## src/rtl/period_meter_pkg.sv

```systemverilog
// period_meter_pkg: types and constants shared by the period meter files.
package period_meter_pkg;

  // Default width of the measurement counter and result ports.
  localparam int DEFAULT_WIDTH = 16;

  // Number of flops in the sig_in synchronizer chain.
  localparam int SYNC_DEPTH = 2;

  // Measurement FSM states.
  typedef enum logic [1:0] {
    IDLE = 2'd0,
    ARM  = 2'd1,
    HIGH = 2'd2,
    LOW  = 2'd3
  } state_t;

endpackage

```

## src/rtl/period_meter_sync_edge_det.sv

```systemverilog
// sync_edge_det: brings an asynchronous input into the clk domain and
// produces registered one-cycle rise and fall strobes.
// Both strobes see the same pipeline latency, so the distance between any
// two strobes equals the distance between the matching sig_in edges.
module sync_edge_det
  import period_meter_pkg::*;
(
  input  logic clk,
  input  logic rst,
  input  logic d,
  output logic rise,
  output logic fall
);

  logic [SYNC_DEPTH-1:0] sync_q;
  logic                  prev_q;
  logic [SYNC_DEPTH:0]   fill_q;
  logic                  synced;
  logic                  strobe_ok;

  assign synced    = sync_q[SYNC_DEPTH-1];
  // After reset the chain holds zeros, not real samples; a high input at
  // release would otherwise look like a rise. Strobes stay blocked until
  // both the synchronized sample and the previous sample are genuine.
  assign strobe_ok = fill_q[SYNC_DEPTH];

  // Synchronizer chain, previous-sample register, fill tracker and strobes.
  always_ff @(posedge clk or posedge rst) begin
    if (rst) begin
      sync_q <= '0;
      prev_q <= 1'b0;
      fill_q <= '0;
      rise   <= 1'b0;
      fall   <= 1'b0;
    end else begin
      sync_q <= {sync_q[SYNC_DEPTH-2:0], d};
      prev_q <= synced;
      fill_q <= {fill_q[SYNC_DEPTH-1:0], 1'b1};
      rise   <= strobe_ok & synced & ~prev_q;
      fall   <= strobe_ok & ~synced & prev_q;
    end
  end

endmodule

```

## src/rtl/period_meter.sv

```systemverilog
// period_meter: measures the period and high time of a slow clock-like
// input in clk cycles, publishing both values together once per period.
//
// state | meaning
// IDLE  | measurement disabled, waiting for meas_en
// ARM   | enabled, waiting for the first rise to start counting
// HIGH  | counting the high phase, waiting for fall
// LOW   | counting the low phase, waiting for rise to publish
module period_meter
  import period_meter_pkg::*;
#(
  parameter int WIDTH = DEFAULT_WIDTH
) (
  input  logic             clk,
  input  logic             rst,
  input  logic             sig_in,
  input  logic             meas_en,
  output logic [WIDTH-1:0] period,
  output logic [WIDTH-1:0] high_time,
  output logic             meas_valid,
  output logic             overflow
);

  // Counter limit; reaching it without a rise means the input is too slow.
  localparam logic [WIDTH-1:0] CNT_MAX = '1;
  // The cycle in which the rise is accepted is the first cycle of the new
  // period, so the counter restarts at one rather than zero. This keeps
  // period=N exact and lets the largest representable period be CNT_MAX.
  localparam logic [WIDTH-1:0] CNT_ONE = WIDTH'(1);

  state_t           state;
  state_t           state_nxt;
  logic [WIDTH-1:0] cnt;
  logic [WIDTH-1:0] cnt_nxt;
  logic [WIDTH-1:0] shadow;
  logic [WIDTH-1:0] shadow_nxt;
  logic [WIDTH-1:0] period_nxt;
  logic [WIDTH-1:0] high_nxt;
  logic             valid_nxt;
  logic             ovf_nxt;
  logic             rise;
  logic             fall;
  logic             at_limit;

  sync_edge_det u_sync (
    .clk  (clk),
    .rst  (rst),
    .d    (sig_in),
    .rise (rise),
    .fall (fall)
  );

  assign at_limit = (cnt == CNT_MAX);

  // State register.
  always_ff @(posedge clk or posedge rst) begin
    if (rst) begin
      state <= IDLE;
    end else begin
      state <= state_nxt;
    end
  end

  // Next-state and datapath decisions; everything holds unless changed.
  always_comb begin
    state_nxt  = state;
    cnt_nxt    = cnt;
    shadow_nxt = shadow;
    period_nxt = period;
    high_nxt   = high_time;
    valid_nxt  = 1'b0;
    ovf_nxt    = overflow;

    if (!meas_en) begin
      // Disabling aborts any measurement and clears the sticky flag; the
      // last published pair stays visible.
      state_nxt = IDLE;
      ovf_nxt   = 1'b0;
    end else begin
      unique case (state)
        IDLE: begin
          state_nxt = ARM;
        end

        ARM: begin
          // First rise only starts a measurement; nothing to publish yet.
          if (rise) begin
            state_nxt = HIGH;
            cnt_nxt   = CNT_ONE;
          end
        end

        HIGH: begin
          // A rise cannot follow a rise without a fall; ignore it here.
          if (at_limit) begin
            state_nxt = ARM;
            ovf_nxt   = 1'b1;
          end else begin
            cnt_nxt = cnt + 1'b1;
            if (fall) begin
              // High time is parked until the period completes so the two
              // outputs always belong to the same period.
              shadow_nxt = cnt;
              state_nxt  = LOW;
            end
          end
        end

        LOW: begin
          // Rise wins over the limit: a period of exactly CNT_MAX is valid.
          if (rise) begin
            period_nxt = cnt;
            high_nxt   = shadow;
            valid_nxt  = 1'b1;
            cnt_nxt    = CNT_ONE;
            state_nxt  = HIGH;
          end else if (at_limit) begin
            state_nxt = ARM;
            ovf_nxt   = 1'b1;
          end else begin
            cnt_nxt = cnt + 1'b1;
          end
        end

        default: begin
          state_nxt = IDLE;
        end
      endcase
    end
  end

  // Counter, shadow and published result registers.
  always_ff @(posedge clk or posedge rst) begin
    if (rst) begin
      cnt        <= '0;
      shadow     <= '0;
      period     <= '0;
      high_time  <= '0;
      meas_valid <= 1'b0;
      overflow   <= 1'b0;
    end else begin
      cnt        <= cnt_nxt;
      shadow     <= shadow_nxt;
      period     <= period_nxt;
      high_time  <= high_nxt;
      meas_valid <= valid_nxt;
      overflow   <= ovf_nxt;
    end
  end

endmodule

```

## config.mk

```make
export PLATFORM = sky130hd
export DESIGN_NAME = period_meter
export DESIGN_NICKNAME = d
export VERILOG_FILES = /design/src/rtl/period_meter_pkg.sv /design/src/rtl/period_meter_sync_edge_det.sv /design/src/rtl/period_meter.sv
export SDC_FILE = /design/constraint.sdc
export NUM_CORES = 1
export LEC_CHECK = 0
export ABC_AREA = 1
export CORE_MARGIN = 4
export CORE_UTILIZATION = 45
export CTS_BUF_LIST = sky130_fd_sc_hd__clkbuf_4 sky130_fd_sc_hd__clkbuf_8 sky130_fd_sc_hd__clkbuf_16
export DETAILED_ROUTE_END_ITERATION = 10
export MAX_ROUTING_LAYER = met4
export PLACE_DENSITY = 0.74
export SLEW_MARGIN = 20
export SYNTH_ARGS = -nofsm -noshare
export SYNTH_HDL_FRONTEND = slang
export SYNTH_SLANG_ARGS = --single-unit
```

## constraint.sdc

```tcl
create_clock -name clk -period 3.1 [get_ports clk]
set_input_delay 0.31 -clock clk [delete_from_list [all_inputs] [get_ports clk]]
set_output_delay 0.31 -clock clk [all_outputs]
set_load 0.02 [all_outputs]
```

==> results.ini <==
[die]
fp-row-count=30
dieArea_um2=8740
floorplan.core_area_um2=6940
floorplan.die.width_um=93.5
start_util_pct=47.3
ports=38
chipHeight_um=93.5

[yosys]
syn_inst=342
synth.yosys.warnings=0
synth_cell_types=29
synth.net_count=347
post_synth_instance_area_um2=3290
asyncSetResetFlopFracSynth_pct=100
synthFlopType=dfrtp_1
syn_avg_cell_area_um2=9.61
number_of_register_bits_inferred_by_synthesis=76
synth_enable_flop_cells=0
seq_area_frac_synth_pct=57.9

[route]
drt-total-wl_mm=6.31
detailedRoute.firstPassIterationCount=4
detailed_route_vias_per_instance=4.98
drtIter0Drc=133
residual_antenna_violating_net_count_after_detailed_routing=0
via_count_of_the_routed_design=2393
remaining_drc_errors=0
routed_wire_length_per_instance_um=13.1

[placement]
dpl-instance-area_um2=3700
place.detailed.hpwl_mm=4.44
total_placed_cells_including_tap_cells=465
io_buffers=37
routabilityCongestion=0.866

[clock_tree]
clock_tree.root_cell=clkbuf_8
clock_tree.buffer_depth=2
post_cts_resize_count=0
cts_inserted_buffers=9
clkTransAtPathRegs_ns=0.08
cts-hold-fix-buffers=0
cts_max_level=3
cts_sinks=76
worst_skew_pair.late_latency_ns=0.35
cts_setup_buffers=0
cts_tree=yes

[critical_path]
critical_path.cell_chain=ha_1 -> nand2_1 -> nor2_4 -> nand4_4 -> nand3b_4 -> nand2_1 -> o21ai_0
cp-end-kind=flop
critPathLaunchType=flop
critical_path_class=reg2reg
critical_path.most_common_cell=nand2_1
critPathRequiredTime_ns=3.37
crit_path_top_delay_cell=nand3b_4
arrival_ns=2.25
worstPathMaxFanout=32
cpPeakStageDelay_ns=0.43

[timing]
hold_ws_ns=0.352
setup_viol_count_final=0
unrepaired_setup_endpoints_after_global_routing=false
achievable-frequency_ghz=0.505
hold_violations=0
timing.final.crit_period_ns=1.98
fin_crit_sh_pct=63.9
worst_slew_pin_slew_ns=0.636
clock-skew-final_ns=0.00806
slew_headroom_pct=57.6
finalMaxSlewViolations=0
fin_tns_setup_ns=0

[finish]
final_net_count=385
finalNonFillerCells=481
postLayoutCellArea_um2=3900
most_frequent_standard_cell_in_the_layout_excluding_fill_and_tap_cells=dfrtp_1
insertedDiodeCount=0
layout-area-overhead-vs-synth_pct=18.5
most-common-layout-cells=76 x dfrtp_1, 74 x nand2_1, 49 x nor2_1
post_route_cells_drive_above_1_share_pct=13.0
num-fill-cells=630

[power]
static-leakage-power_nw=1.86
power_density_over_cell_area_nw_per_um2=572
peakVddDrop_uv=320
power_mw=2.23

[global_routing]
first_global_vias=2404
grt_pass1_wl_mm=11.0
grt_max_degree=50
track_usage_pct=16.5
grt_overflow=0
number_of_antenna_violations_at_the_first_check_in_global_routing=0

[job]
max_cap_violations=0

[worst_hold_path]
timing.hold.worst.class=reg2reg

[outcome]
run_status=completed

==> per-layer routing <==
metal / vias to the layer above / track usage (%) / wire (um)
met2: 74 / 25.4 / 2950
li1: 1173 / - / -
met3: 11 / 4.34 / 380
met4: 0 / 7.20 / 95
met5: - / - / 0
met1: 1135 / 20.7 / 2880
==> metrics by stage <==
stage,util (%),setup slack [ns]
2_1_floorplan,-,0.852
3_3_place_gp,53.2,0.984
3_5_place_dp,53.2,0.938
4_1_cts,56.1,1.12
5_1_grt,56.1,0.873
6_report,56.1,1.12
==> worst max-delay path: cells and delay by family, from the launching register on <==
family | cells | cell delay (ns)
flops | 1 | 0.40
fa+ha+maj | 1 | 0.25
simple gates | 5 | 1.16
compound gates | 1 | 0.08
==> worst paths after layout <==
kind / start / to / slack, ns / depth (start not counted)
worst max-delay path: cnt[0] / shadow[9] / 1.12 / 7
worst max register to register: cnt[0] / shadow[9] / 1.12 / 7
worst min register to register: u_sync.fill_q[1] / u_sync.fill_q[2] / 0.35 / 0
max in group asynchronous: rst / period[4] / 2.07 / 3
min in group asynchronous: rst / high_time[13] / 0.37 / 2
worst min-delay path: u_sync.fill_q[1] / u_sync.fill_q[2] / 0.35 / 0
==> state kept, by name (all words and copies together) (netlist names) <==
name / flops
meas_valid: 1
cnt: 16
u_sync.fall: 1
u_sync.prev_q: 1
overflow: 1
u_sync.sync_q: 2
u_sync.rise: 1
period: 16
state: 2
high_time: 16
u_sync.fill_q: 3
shadow: 16
==> Yosys cell counts, types with 4 or more instances <==
cell type | instances | area (um2)
o21ai_0 | 15 | 75.1
dfrtp_1 | 76 | 1900
buf_4 | 4 | 30.0
nand3_1 | 19 | 95.1
buf_6 | 7 | 78.8
inv_1 | 29 | 109
o21ai_1 | 7 | 35.0
nor2_1 | 49 | 184
a21oi_1 | 18 | 90.1
mux2_2 | 14 | 158
nand2_1 | 74 | 278
==> kinds of logic after synthesis <==
logic type / count (synthesis) / synth area share (%)
AOI/OAI and AO/OA: 43 / 6.78
muxes: 16 / 5.48
and+or+nand+nor: 162 / 22.4
adders and majority gates: 1 / 0.381
DFF: 76 / 57.9
buffers and inverters: 43 / 7.00
other: 1 / 0.114
==> cell type report <==
cell class | count | area, um2 | share of cell area (%)
clock buffer | 9 | 124 | 3.18
clock inverter | 7 | 76.3 | 1.96
inverter | 31 | 116 | 2.99
multi-input combinational | 223 | 1160 | 29.8
sequential | 76 | 1900 | 48.8
tap | 96 | 120 | 3.08
timing repair buffer | 39 | 398 | 10.2
==> report_power, final <==
part	total [mW]	internal, mW	switching (mW)
clock network	0.755	0.376	0.379
registers	1.15	1.08	0.0734
logic	0.320	0.108	0.212
total	2.23	1.56	0.665
No activity file was read; power rests on OpenSTA's default activity.
